<file path="config.mk">
export PLATFORM = sky130hd
export DESIGN_NAME = module_teclado
export DESIGN_NICKNAME = d
export VERILOG_FILES = /design/src/rtl/module_teclado.sv
export SDC_FILE = /design/constraint.sdc
export NUM_CORES = 1
export LEC_CHECK = 0
export CORE_MARGIN = 8
export CORE_UTILIZATION = 50
export DETAILED_ROUTE_END_ITERATION = 16
export PLACE_DENSITY = 0.79
export SYNTH_ARGS = -nofsm -noshare
export SYNTH_HDL_FRONTEND = slang
export SYNTH_SLANG_ARGS = --single-unit
</file>
<file path="constraint.sdc">
create_clock -name clk -period 4.2 [get_ports clk]
set_input_delay 0.63 -clock clk [delete_from_list [all_inputs] [get_ports clk]]
set_output_delay 0.63 -clock clk [all_outputs]
set_load 0.1 [all_outputs]
</file>
<file path="src/rtl/module_teclado.sv">
// 4x4 matrix keypad scanner with press/release debounce and four-digit BCD entry.
// Digit outputs and listo feed the 7-segment display driver directly.
module module_teclado #(
    parameter int SCAN_DIV     = 27000,
    parameter int DEBOUNCE_CYC = 270000
) (
    input  logic       clk,
    input  logic       rst,
    input  logic [3:0] filas,
    output logic [3:0] columnas,
    output logic [3:0] unidades_out,
    output logic [3:0] decenas_out,
    output logic [3:0] centenas_out,
    output logic [3:0] millares_out,
    output logic       listo,
    output logic [3:0] tecla,
    output logic       tecla_valida
);

    localparam int SW = (SCAN_DIV > 1) ? $clog2(SCAN_DIV) : 1;
    localparam int DW = (DEBOUNCE_CYC > 1) ? $clog2(DEBOUNCE_CYC) : 1;
    localparam logic [SW-1:0] SCAN_LAST = SW'(SCAN_DIV - 1);
    localparam logic [DW-1:0] DEB_LAST  = DW'(DEBOUNCE_CYC - 1);

    typedef enum logic [1:0] {
        SCAN,
        REBOTE,
        SUELTA
    } estado_t;

    estado_t       estado_reg;
    logic [SW-1:0] scan_cnt_reg;
    logic [DW-1:0] deb_cnt_reg;
    logic [1:0]    col_reg;
    logic [3:0]    ref_reg;
    logic [2:0]    cuenta_reg;

    logic [3:0]    filas_m;
    logic [3:0]    filas_s;
    logic [3:0]    fila_baja;
    logic          una_baja;
    logic [1:0]    fila_idx;

    // Rows are asynchronous to clk: two flops per row before any decision is made.
    generate
        for (genvar gi = 0; gi < 4; gi++) begin : g_sync
            always_ff @(posedge clk or posedge rst) begin
                if (rst) begin
                    filas_m[gi] <= 1'b1;
                    filas_s[gi] <= 1'b1;
                end else begin
                    filas_m[gi] <= filas[gi];
                    filas_s[gi] <= filas_m[gi];
                end
            end
            assign fila_baja[gi] = ~filas_s[gi];
        end
    endgenerate

    assign una_baja = $onehot(fila_baja);

    always_comb begin
        fila_idx = 2'd0;
        for (int i = 0; i < 4; i++) begin
            if (!ref_reg[i]) begin
                fila_idx = 2'(i);
            end
        end
    end

    function automatic logic [3:0] codigo(input logic [1:0] r, input logic [1:0] c);
        logic [3:0] k;
        case ({r, c})
            4'h0:    k = 4'd1;
            4'h1:    k = 4'd2;
            4'h2:    k = 4'd3;
            4'h3:    k = 4'd10;
            4'h4:    k = 4'd4;
            4'h5:    k = 4'd5;
            4'h6:    k = 4'd6;
            4'h7:    k = 4'd11;
            4'h8:    k = 4'd7;
            4'h9:    k = 4'd8;
            4'hA:    k = 4'd9;
            4'hB:    k = 4'd12;
            4'hC:    k = 4'd14;
            4'hD:    k = 4'd0;
            4'hE:    k = 4'd15;
            default: k = 4'd13;
        endcase
        return k;
    endfunction

    // The column is frozen outside SCAN so the accepted key stays observable.
    always_ff @(posedge clk or posedge rst) begin
        if (rst) begin
            estado_reg   <= SCAN;
            scan_cnt_reg <= '0;
            deb_cnt_reg  <= '0;
            col_reg      <= 2'd0;
            columnas     <= 4'b1110;
            ref_reg      <= 4'hF;
            tecla        <= 4'd0;
            tecla_valida <= 1'b0;
        end else begin
            tecla_valida <= 1'b0;
            case (estado_reg)
                SCAN: begin
                    if (filas_s != 4'hF) begin
                        ref_reg     <= filas_s;
                        deb_cnt_reg <= '0;
                        estado_reg  <= REBOTE;
                    end else if (scan_cnt_reg == SCAN_LAST) begin
                        scan_cnt_reg <= '0;
                        col_reg      <= col_reg + 2'd1;
                        columnas     <= {columnas[2:0], columnas[3]};
                    end else begin
                        scan_cnt_reg <= scan_cnt_reg + 1'b1;
                    end
                end
                REBOTE: begin
                    if ((filas_s != ref_reg) || !una_baja) begin
                        estado_reg <= SCAN;
                    end else if (deb_cnt_reg == DEB_LAST) begin
                        tecla        <= codigo(fila_idx, col_reg);
                        tecla_valida <= 1'b1;
                        deb_cnt_reg  <= '0;
                        estado_reg   <= SUELTA;
                    end else begin
                        deb_cnt_reg <= deb_cnt_reg + 1'b1;
                    end
                end
                SUELTA: begin
                    if (filas_s != 4'hF) begin
                        deb_cnt_reg <= '0;
                    end else if (deb_cnt_reg == DEB_LAST) begin
                        deb_cnt_reg  <= '0;
                        scan_cnt_reg <= '0;
                        col_reg      <= col_reg + 2'd1;
                        columnas     <= {columnas[2:0], columnas[3]};
                        estado_reg   <= SCAN;
                    end else begin
                        deb_cnt_reg <= deb_cnt_reg + 1'b1;
                    end
                end
                default: estado_reg <= SCAN;
            endcase
        end
    end

    // Digit entry reacts to the registered pulse, so results appear one cycle later.
    always_ff @(posedge clk or posedge rst) begin
        if (rst) begin
            unidades_out <= 4'd0;
            decenas_out  <= 4'd0;
            centenas_out <= 4'd0;
            millares_out <= 4'd0;
            cuenta_reg   <= 3'd0;
            listo        <= 1'b0;
        end else if (tecla_valida) begin
            if (tecla <= 4'd9) begin
                if (listo) begin
                    unidades_out <= tecla;
                    decenas_out  <= 4'd0;
                    centenas_out <= 4'd0;
                    millares_out <= 4'd0;
                    cuenta_reg   <= 3'd1;
                    listo        <= 1'b0;
                end else if (cuenta_reg < 3'd4) begin
                    millares_out <= centenas_out;
                    centenas_out <= decenas_out;
                    decenas_out  <= unidades_out;
                    unidades_out <= tecla;
                    cuenta_reg   <= cuenta_reg + 3'd1;
                end
            end else if (tecla == 4'd15) begin
                if (cuenta_reg != 3'd0) begin
                    listo <= 1'b1;
                end
            end else if (tecla == 4'd14) begin
                unidades_out <= 4'd0;
                decenas_out  <= 4'd0;
                centenas_out <= 4'd0;
                millares_out <= 4'd0;
                cuenta_reg   <= 3'd0;
                listo        <= 1'b0;
            end
        end
    end

endmodule

</file>
==> Implementation_results.wiki, run 1 <==
{| class="wikitable"
! Metric !! Value
|-
| Result of the run || finished clean
|-
| Count of state elements after synthesis || 79
|-
| Skew-Pair Late Insertion Delay || 350 ps
|-
| Core Rows || 32
|-
| Wire length reported by the detailed router || 7769 um
|-
| Number of cells on the worst reg-to-reg path || 10
|-
| Share of the yosys chip area belonging to registers || 0.5000
|-
| Final count of pins violating max slew || 0
|-
| Timing-limited maximum frequency || 295.1 MHz
|-
| Total grt overflow || 0
|-
| Post-CTS Setup Bufs || 0
|-
| Area of the die || 11,100 um^2
|-
| Clock skew after layout || 9.923 ps
|-
| Post-synthesis async set-or-reset flop share || 1.000
|-
| Proportion of layout cells with a drive suffix above 1 || 0.1155
|-
| Yosys cell types || 46
|-
| Worst-path cell with the longest stage delay || sky130_fd_sc_hd__dfstp_2
|-
| Share of synthesized area spent on multiplexers || 0.03072
|-
| Netlist area before placement || 3991 um^2
|-
| Antenna-violating nets left || 0
|-
| CP Capture Type || flop
|-
| Routed wirelength normalized by instance count || 14.52 um
|-
| Number of clock buffers inserted by TritonCTS || 9
|-
| Number of hold violations in the final report || 0
|-
| Setup repair after global routing missed its margin || no
|-
| Combinational Power Share || 0.173
|-
| Crit path DAT || 3630 ps
|-
| Remaining design rule violation count || 0
|-
| Switching part of the total || 0.3094
|-
| Hold path startpoint || filas_m[1]
|-
| Delay contributed by the slowest stage of the critical path || 590 ps
|-
| Routability cong. || 0.9073
|-
| Clock tree from TritonCTS || yes
|-
| IR Drop Worst-Case VDD || 0.4116 mV
|-
| Part of the power in the clock network || 0.327
|-
| Detailed Place HPWL || 5523 um
|-
| Maximum level of the CTS H-tree || 3
|-
| Crit path kind || flop to flop
|-
| Largest family of logic cells by synthesized area || simple AND/OR/NAND/NOR gates
|-
| Cell Chain, Critical Path || fa_1, inv_1, ha_1, ha_1, nor2_1, nor4bb_1, a21o_1, o21a_1, nor2b_1, mux2_2
|-
| Post-CTS resize count || 0
|-
| Antenna diode count || 0
|-
| Cell at the root of the clock tree || sky130_fd_sc_hd__clkbuf_8
|-
| Post-synthesis to final-layout area growth || 15.27%
|-
| Pwr/cell area || 387.3 nW/um^2
|-
| Initial core utilization || 0.5165
|-
| Endpoint required time on the critical path || 4440 ps
|-
| Drt initial violations || 136
|-
| Largest register FFs || 19
|-
| Largest net degree at the start of global routing || 80
|-
| Adder and majority cell fraction of the synthesized area || 0.05517
|-
| Vias per std cell || 5.467
|-
| Final setup margin || 811.7 ps
|-
| Transition at the pin with the smallest max-transition slack || 997.5 ps
|-
| Internal Dissipation || 1.231 mW
|-
| Critical Path Source || filas_s[3]
|-
| I/O pin total || 32
|-
| Post-Synthesis Net Count || 418
|-
| Worst rel slew slack || 0.3329
|-
| Final period utilization || 0.8067
|-
| Area of the core || 7727 um^2
|-
| Number of cells on the worst hold path || 0
|-
| Worst hold path type || flop to flop
|-
| Post-synthesis simple-gate area fraction || 0.2122
|-
| Reg-to-reg endpoint || deb_cnt_reg[6]
|-
| Area fraction in compound gates after synthesis || 0.09781
|-
| Hold buffer count at cts || 0
|-
| Number of nets in the layout || 451
|-
| Die X || 105.3 um
|-
| Post-synthesis area per instance || 10.10 um^2
|-
| I/O Buffers || 31
|-
| Post-synth EDFFs || 0
|-
| Switching power summed over all nets || 551.3 uW
|-
| CP Max Fanout || 18
|-
| Routed vias || 2,925
|-
| Cells after Synth || 395
|-
| CTS Sinks || 79
|-
| Crit path time final || 3388 ps
|-
| Number of antenna violations at the first check in global routing || 0
|-
| Leakage Power || 1.973 nW
|-
| Max-Cap Viols || 0
|-
| GRT Overall Usage || 0.1507
|-
| Seq pwr share || 0.500
|-
| Post-synthesis share of cell area spent on xor and xnor gates || 0.07241
|-
| Critical path's most frequent cell || sky130_fd_sc_hd__ha_1
|-
| Die extent in y || 105.3 um
|-
| CTS max path bufs || 2
|-
| R2R Path Start || filas_s[3]
|-
| Finish-stage setup viols || 0
|-
| Setup TNS || 0 ps
|-
| Most used flip-flop cell after synthesis || sky130_fd_sc_hd__dfrtp_1
|-
| Reg-to-reg slack, setup || 810 ps
|-
| Clock transition at the registers of the reported paths || 80 ps
|-
| Utilization of the core after routing || 0.5954
|-
| First-pass iteration count of the detailed router || 4
|-
| Hold worst-path end || filas_s[1]
|-
| Vias in the first global route || 2,959
|-
| Synthesis warning total || 0
|-
| Worst-case setup slack after placement || 884.7 ps
|-
| Wire length of the first global-routing pass || 14,030 um
|-
| Startpoint type of the worst setup path || flop
|}
cell type report:
class	instances	area [um^2]
clock buffers	9	123.9
clock inverters	7	80.08
fillers	636	3127
inverters	19	71.32
multi-input cells	285	1869
flip-flops and latches	79	1996
well taps	102	127.6
repair buffers	34	332.8
cell usage after synthesis (all sizes together) (4+ instances only):
library cell   n  area share
dfrtp         64        0.40
nor2          46       0.043
nand2         35       0.033
o21ai         21       0.026
xnor2         21       0.046
inv           19       0.018
nand3         19       0.024
ha            16       0.050
dfstp         15       0.099
a22o          14       0.031
xor2          12       0.026
nand4         11       0.019
a21oi         10       0.013
mux2          10       0.028
nor3           9       0.013
clkbuf         7      0.0066
nor4           7       0.013
and3           6      0.0094
nand2b         6      0.0094
buf            5      0.0072
a21o           4      0.0075
nor2b          4      0.0063
nor4b          4      0.0088
or3            4      0.0063
metal layers:
layer  vias up  global-route usage  wire length (um)
met2        68              0.2451              3672
met1      1404              0.1922              3589
met5         -                   0                 0
met4         0             0.03772                74
li1       1445                   -                 -
met3         8             0.04446               432
through the flow:
stage	total power, mW	cells	area, um^2	hold WS (ps)
floorplan	1.157	395	3991	345.2
global route	1.888	535	4601	360.8
global placement	1.201	519	4397	347.5
finish	1.782	535	4601	357.4
detailed placement	1.217	519	4397	347.3
CTS	1.796	535	4601	359.3
how the worst max path moves through the flow:
| stage | endpoint | slack (ps) | cells after the start |
|---|---|---|---|
| finish | deb_cnt_reg[6] | 810 | 10 |
| global route | deb_cnt_reg[6] | 640 | 10 |
| CTS | deb_cnt_reg[6] | 840 | 10 |
| detailed placement | deb_cnt_reg[6] | 880 | 10 |
| global placement | deb_cnt_reg[6] | 990 | 10 |
| floorplan | centenas_out[0] | 1570 | 1 |
kinds of logic (layout without fill, tap and decap cells):
logic type | count (synthesis) | count (layout)
adder cells (fa/ha/maj) | 17 | 17
buffers and inverters | 31 | 69
AND/OR/NAND/NOR | 164 | 164
XOR/XNOR | 33 | 33
multiplexers | 11 | 11
AO/OA/AOI/OAI | 60 | 60
flip-flops | 79 | 79
power by group through the flow:
stage                     Sequential (mW)  Combinational, mW  Clock [mW]
after global routing                0.901              0.357       0.630
after CTS                           0.890              0.314       0.592
after detailed placement            0.905              0.312           0
final                               0.891              0.309       0.582
after floorplan                     0.872              0.285           0
after global placement              0.902              0.299           0
critical path: cells and delay by family, from the launching register on:
| kind | cells | cell delay [ps] |
|---|---|---|
| buf+inv | 1 | 80 |
| compound gates | 2 | 950 |
| mux | 1 | 280 |
| simple gates | 3 | 560 |
| flops | 1 | 590 |
| fa+ha+maj | 3 | 820 |
cell usage in the layout, fill, tap and decap left out, drive strengths merged, types with 11 or more instances in the layout:
master,instances
dfstp,15
nor2,46
inv,22
xor2,12
nand3,19
xnor2,21
a22o,14
clkdlybuf4s50,31
nand2,35
o21ai,21
dfrtp,64
ha,16
nand4,11
Note: power is estimated with default switching activity, not from simulation.
==> run 2, diff against run 1 <==
==> constraint.sdc (replaced) <==
create_clock -name clk -period 3.2 [get_ports clk]
set_input_delay 0.48 -clock clk [delete_from_list [all_inputs] [get_ports clk]]
set_output_delay 0.48 -clock clk [all_outputs]
set_load 0.1 [all_outputs]
==> Implementation_results.wiki, run 2 (synthesis gave the netlist of run 1 again) <==
{| class="wikitable"
! Metric !! Value
|-
| Result of the run || finished clean (unchanged)
|-
| Wire length reported by the detailed router || 7739 um (was 7769 um)
|-
| Area of the die || 11,100 um^2 (unchanged)
|-
| Worst-case setup slack after placement || 296.4 ps (was 884.7 ps)
|-
| Post-CTS Setup Bufs || 0 (unchanged)
|-
| Skew-Pair Late Insertion Delay || 350 ps (about the same)
|-
| Number of cells on the worst reg-to-reg path || 10 (unchanged)
|-
| Most common cell after layout, fill and taps aside || sky130_fd_sc_hd__dfrtp_1 (unchanged)
|-
| Worst path depth || 10 (unchanged)
|-
| I/O pin total || 32 (unchanged)
|-
| Wire length of the first global-routing pass || 13,990 um (was 14,030 um)
|-
| Hold buffer count at cts || 0 (unchanged)
|-
| Routed wirelength normalized by instance count || 14.38 um (was 14.52 um)
|-
| Endpoint required time on the critical path || 3440 ps (was 4440 ps)
|-
| CP Capture Type || flop (unchanged)
|-
| CTS Sinks || 79 (unchanged)
|-
| Max-Cap Viols || 0 (unchanged)
|-
| Worst-path cell with the longest stage delay || sky130_fd_sc_hd__dfstp_2 (unchanged)
|-
| Total power after layout || 2.263 mW (was 1.782 mW)
|-
| First-pass iteration count of the detailed router || 4 (unchanged)
|-
| R2R Path Start || filas_s[3] (unchanged)
|-
| Cell at the root of the clock tree || sky130_fd_sc_hd__clkbuf_8 (unchanged)
|-
| Core Rows || 32 (unchanged)
|-
| I/O Buffers || 31 (unchanged)
|-
| Initial core utilization || 0.5165 (unchanged)
|-
| Remaining design rule violation count || 0 (unchanged)
|-
| Final period utilization || 0.9011 (was 0.8067)
|-
| Number of clock buffers inserted by TritonCTS || 9 (unchanged)
|-
| Crit path DAT || 3120 ps (was 3630 ps)
|-
| Transition at the pin with the smallest max-transition slack || 970.5 ps (was 997.5 ps)
|-
| Final count of pins violating max slew || 0 (unchanged)
|-
| Timing-limited maximum frequency || 346.8 MHz (was 295.1 MHz)
|-
| Number of filler instances in the final layout || 692 (was 636)
|-
| Largest register FFs || 19 (unchanged)
|-
| Crit path kind || flop to flop (unchanged)
|-
| Clock skew after layout || 6.385 ps (was 9.923 ps)
|-
| Total grt overflow || 0 (unchanged)
|-
| Number of hold violations in the final report || 0 (unchanged)
|-
| Vias in the first global route || 3,011 (was 2,959)
|-
| Post-synthesis to final-layout area growth || 14.01% (was 15.27%)
|-
| # placed instances || 522 (was 519)
|-
| Clock transition at the registers of the reported paths || 80 ps (about the same)
|-
| Worst rel slew slack || 0.3510 (was 0.3329)
|-
| Antenna-violating nets left || 0 (unchanged)
|-
| Area of the core || 7727 um^2 (unchanged)
|-
| Detailed Place HPWL || 5467 um (was 5523 um)
|-
| Delay contributed by the slowest stage of the critical path || 590 ps (about the same)
|-
| Clock tree from TritonCTS || yes (unchanged)
|-
| Capturing element of the worst setup path || deb_cnt_reg[6] (unchanged)
|-
| Number of nets in the layout || 454 (was 451)
|-
| CTS max path bufs || 2 (unchanged)
|-
| Family with the most delay on the worst path || adder cells (was compound AO/OA/AOI/OAI gates)
|-
| Routed length on met2 || 3665 um (was 3672 um)
|-
| Post-CTS resize count || 0 (unchanged)
|-
| WL met1 || 3551 um (was 3589 um)
|-
| Reg-to-reg slack, setup || 320 ps (was 810 ps)
|-
| Worst hold path type || flop to flop (unchanged)
|-
| Proportion of layout cells with a drive suffix above 1 || 0.1674 (was 0.1155)
|-
| Utilization of the core after routing || 0.5889 (was 0.5954)
|-
| Finish-stage setup viols || 0 (unchanged)
|-
| Routed vias || 2,960 (was 2,925)
|-
| Die X || 105.3 um (unchanged)
|-
| IR Drop Worst-Case VDD || 0.3374 mV (was 0.4116 mV)
|-
| Die extent in y || 105.3 um (unchanged)
|-
| Maximum level of the CTS H-tree || 3 (unchanged)
|-
| Setup repair after global routing missed its margin || no (unchanged)
|-
| Combined buffer and inverter count along the critical path || 1 (unchanged)
|-
| Cell Chain, Critical Path || fa_1, inv_1, ha_1, ha_1, nor2_1, nor4bb_1, a21oi_1, nor2_1, nand3_1, mux2_2 (was fa_1, inv_1, ha_1, ha_1, nor2_1, nor4bb_1, a21o_1, o21a_1, nor2b_1, mux2_2)
|-
| Leakage Power || 2.024 nW (was 1.973 nW)
|-
| Pwr/cell area || 497.3 nW/um^2 (was 387.3 nW/um^2)
|-
| Final instance count without filler cells || 538 (was 535)
|-
| Final setup margin || 316.5 ps (was 811.7 ps)
|-
| Vias per std cell || 5.502 (was 5.467)
|-
| Routability cong. || 0.8237 (was 0.9073)
|-
| Setup TNS || 0 ps (unchanged)
|-
| Critical Path Source || filas_s[3] (unchanged)
|-
| Largest net degree at the start of global routing || 80 (unchanged)
|-
| Antenna diode count || 0 (unchanged)
|-
| Drt initial violations || 119 (was 136)
|-
| Startpoint type of the worst setup path || flop (unchanged)
|-
| Number of antenna violations at the first check in global routing || 0 (unchanged)
|-
| Routed wire length on met3 || 432 um (unchanged)
|-
| CP Max Fanout || 8 (was 18)
|-
| GRT Overall Usage || 0.1513 (was 0.1507)
|-
| Highest routed metal layer || met4 (unchanged)
|-
| Commonest non-fill, non-tap cells in the layout || 64 x sky130_fd_sc_hd__dfrtp_1, 46 x sky130_fd_sc_hd__nor2_1, 35 x sky130_fd_sc_hd__nand2_1 (unchanged)
|-
| Reg-to-reg endpoint || deb_cnt_reg[6] (unchanged)
|-
| Crit path time final || 2883 ps (was 3388 ps)
|}
## run 2: changes by cell type in the layout (fill, tap and decap cells not counted)
cell	delta
sky130_fd_sc_hd__buf_4	+24
sky130_fd_sc_hd__clkdlybuf4s50_1	-22
sky130_fd_sc_hd__inv_6	-2
sky130_fd_sc_hd__buf_12	+1
sky130_fd_sc_hd__bufinv_16	-1
sky130_fd_sc_hd__clkbuf_1	+1
sky130_fd_sc_hd__clkbuf_8	+1
sky130_fd_sc_hd__clkinv_1	+1
sky130_fd_sc_hd__clkinv_2	+1
sky130_fd_sc_hd__clkinv_4	-1
## run 2: worst min path at each step
stage	startpoint	endpoint	slack, ps	depth (start not counted)
final	filas_m[2]	filas_s[2]	360	0
after global routing	filas_m[2]	filas_s[2]	360	0
after CTS	filas_m[2]	filas_s[2]	360	0
after detailed placement	filas_m[2]	filas_s[2]	350	0
after global placement	filas_m[2]	filas_s[2]	350	0
after floorplan	filas_m[0]	filas_s[0]	350	0
## run 2: cell type report
| cell class | instances | area, um^2 | area share |
|---|---|---|---|
| flip-flops and latches | 79 | 1996 | 0.4385 |
| multi-input cells | 285 | 1869 | 0.4108 |
| repair buffers | 37 | 312.8 | 0.06874 |
| clock buffers | 11 | 141.4 | 0.03107 |
| well taps | 102 | 127.6 | 0.02805 |
| inverters | 19 | 71.32 | 0.01567 |
| clock inverters | 5 | 32.53 | 0.007149 |
## run 2: per-stage QoR
step	area (um^2)	hold WS (ps)
2_1_floorplan	3991	345.2
3_3_place_gp	4377	347.6
3_5_place_dp	4377	346.8
4_1_cts	4551	357.7
5_1_grt	4551	362.9
6_report	4551	357.4
## run 2: routing by layer
layer | vias to the layer above | GRT usage
met5 | - | 0
met3 | 9 | 0.04994
met1 | 1446 | 0.1901
met2 | 59 | 0.2424
li1 | 1446 | -
met4 | 0 | 0.04485
## run 2: where the power goes
| part | total, mW | leakage [nW] | internal [mW] | switching, mW |
|---|---|---|---|---|
| Combinational | 0.432 | 0.896 | 0.181 | 0.251 |
| Clock | 0.658 | 0.0834 | 0.302 | 0.357 |
| Sequential | 1.17 | 1.05 | 1.09 | 0.0870 |
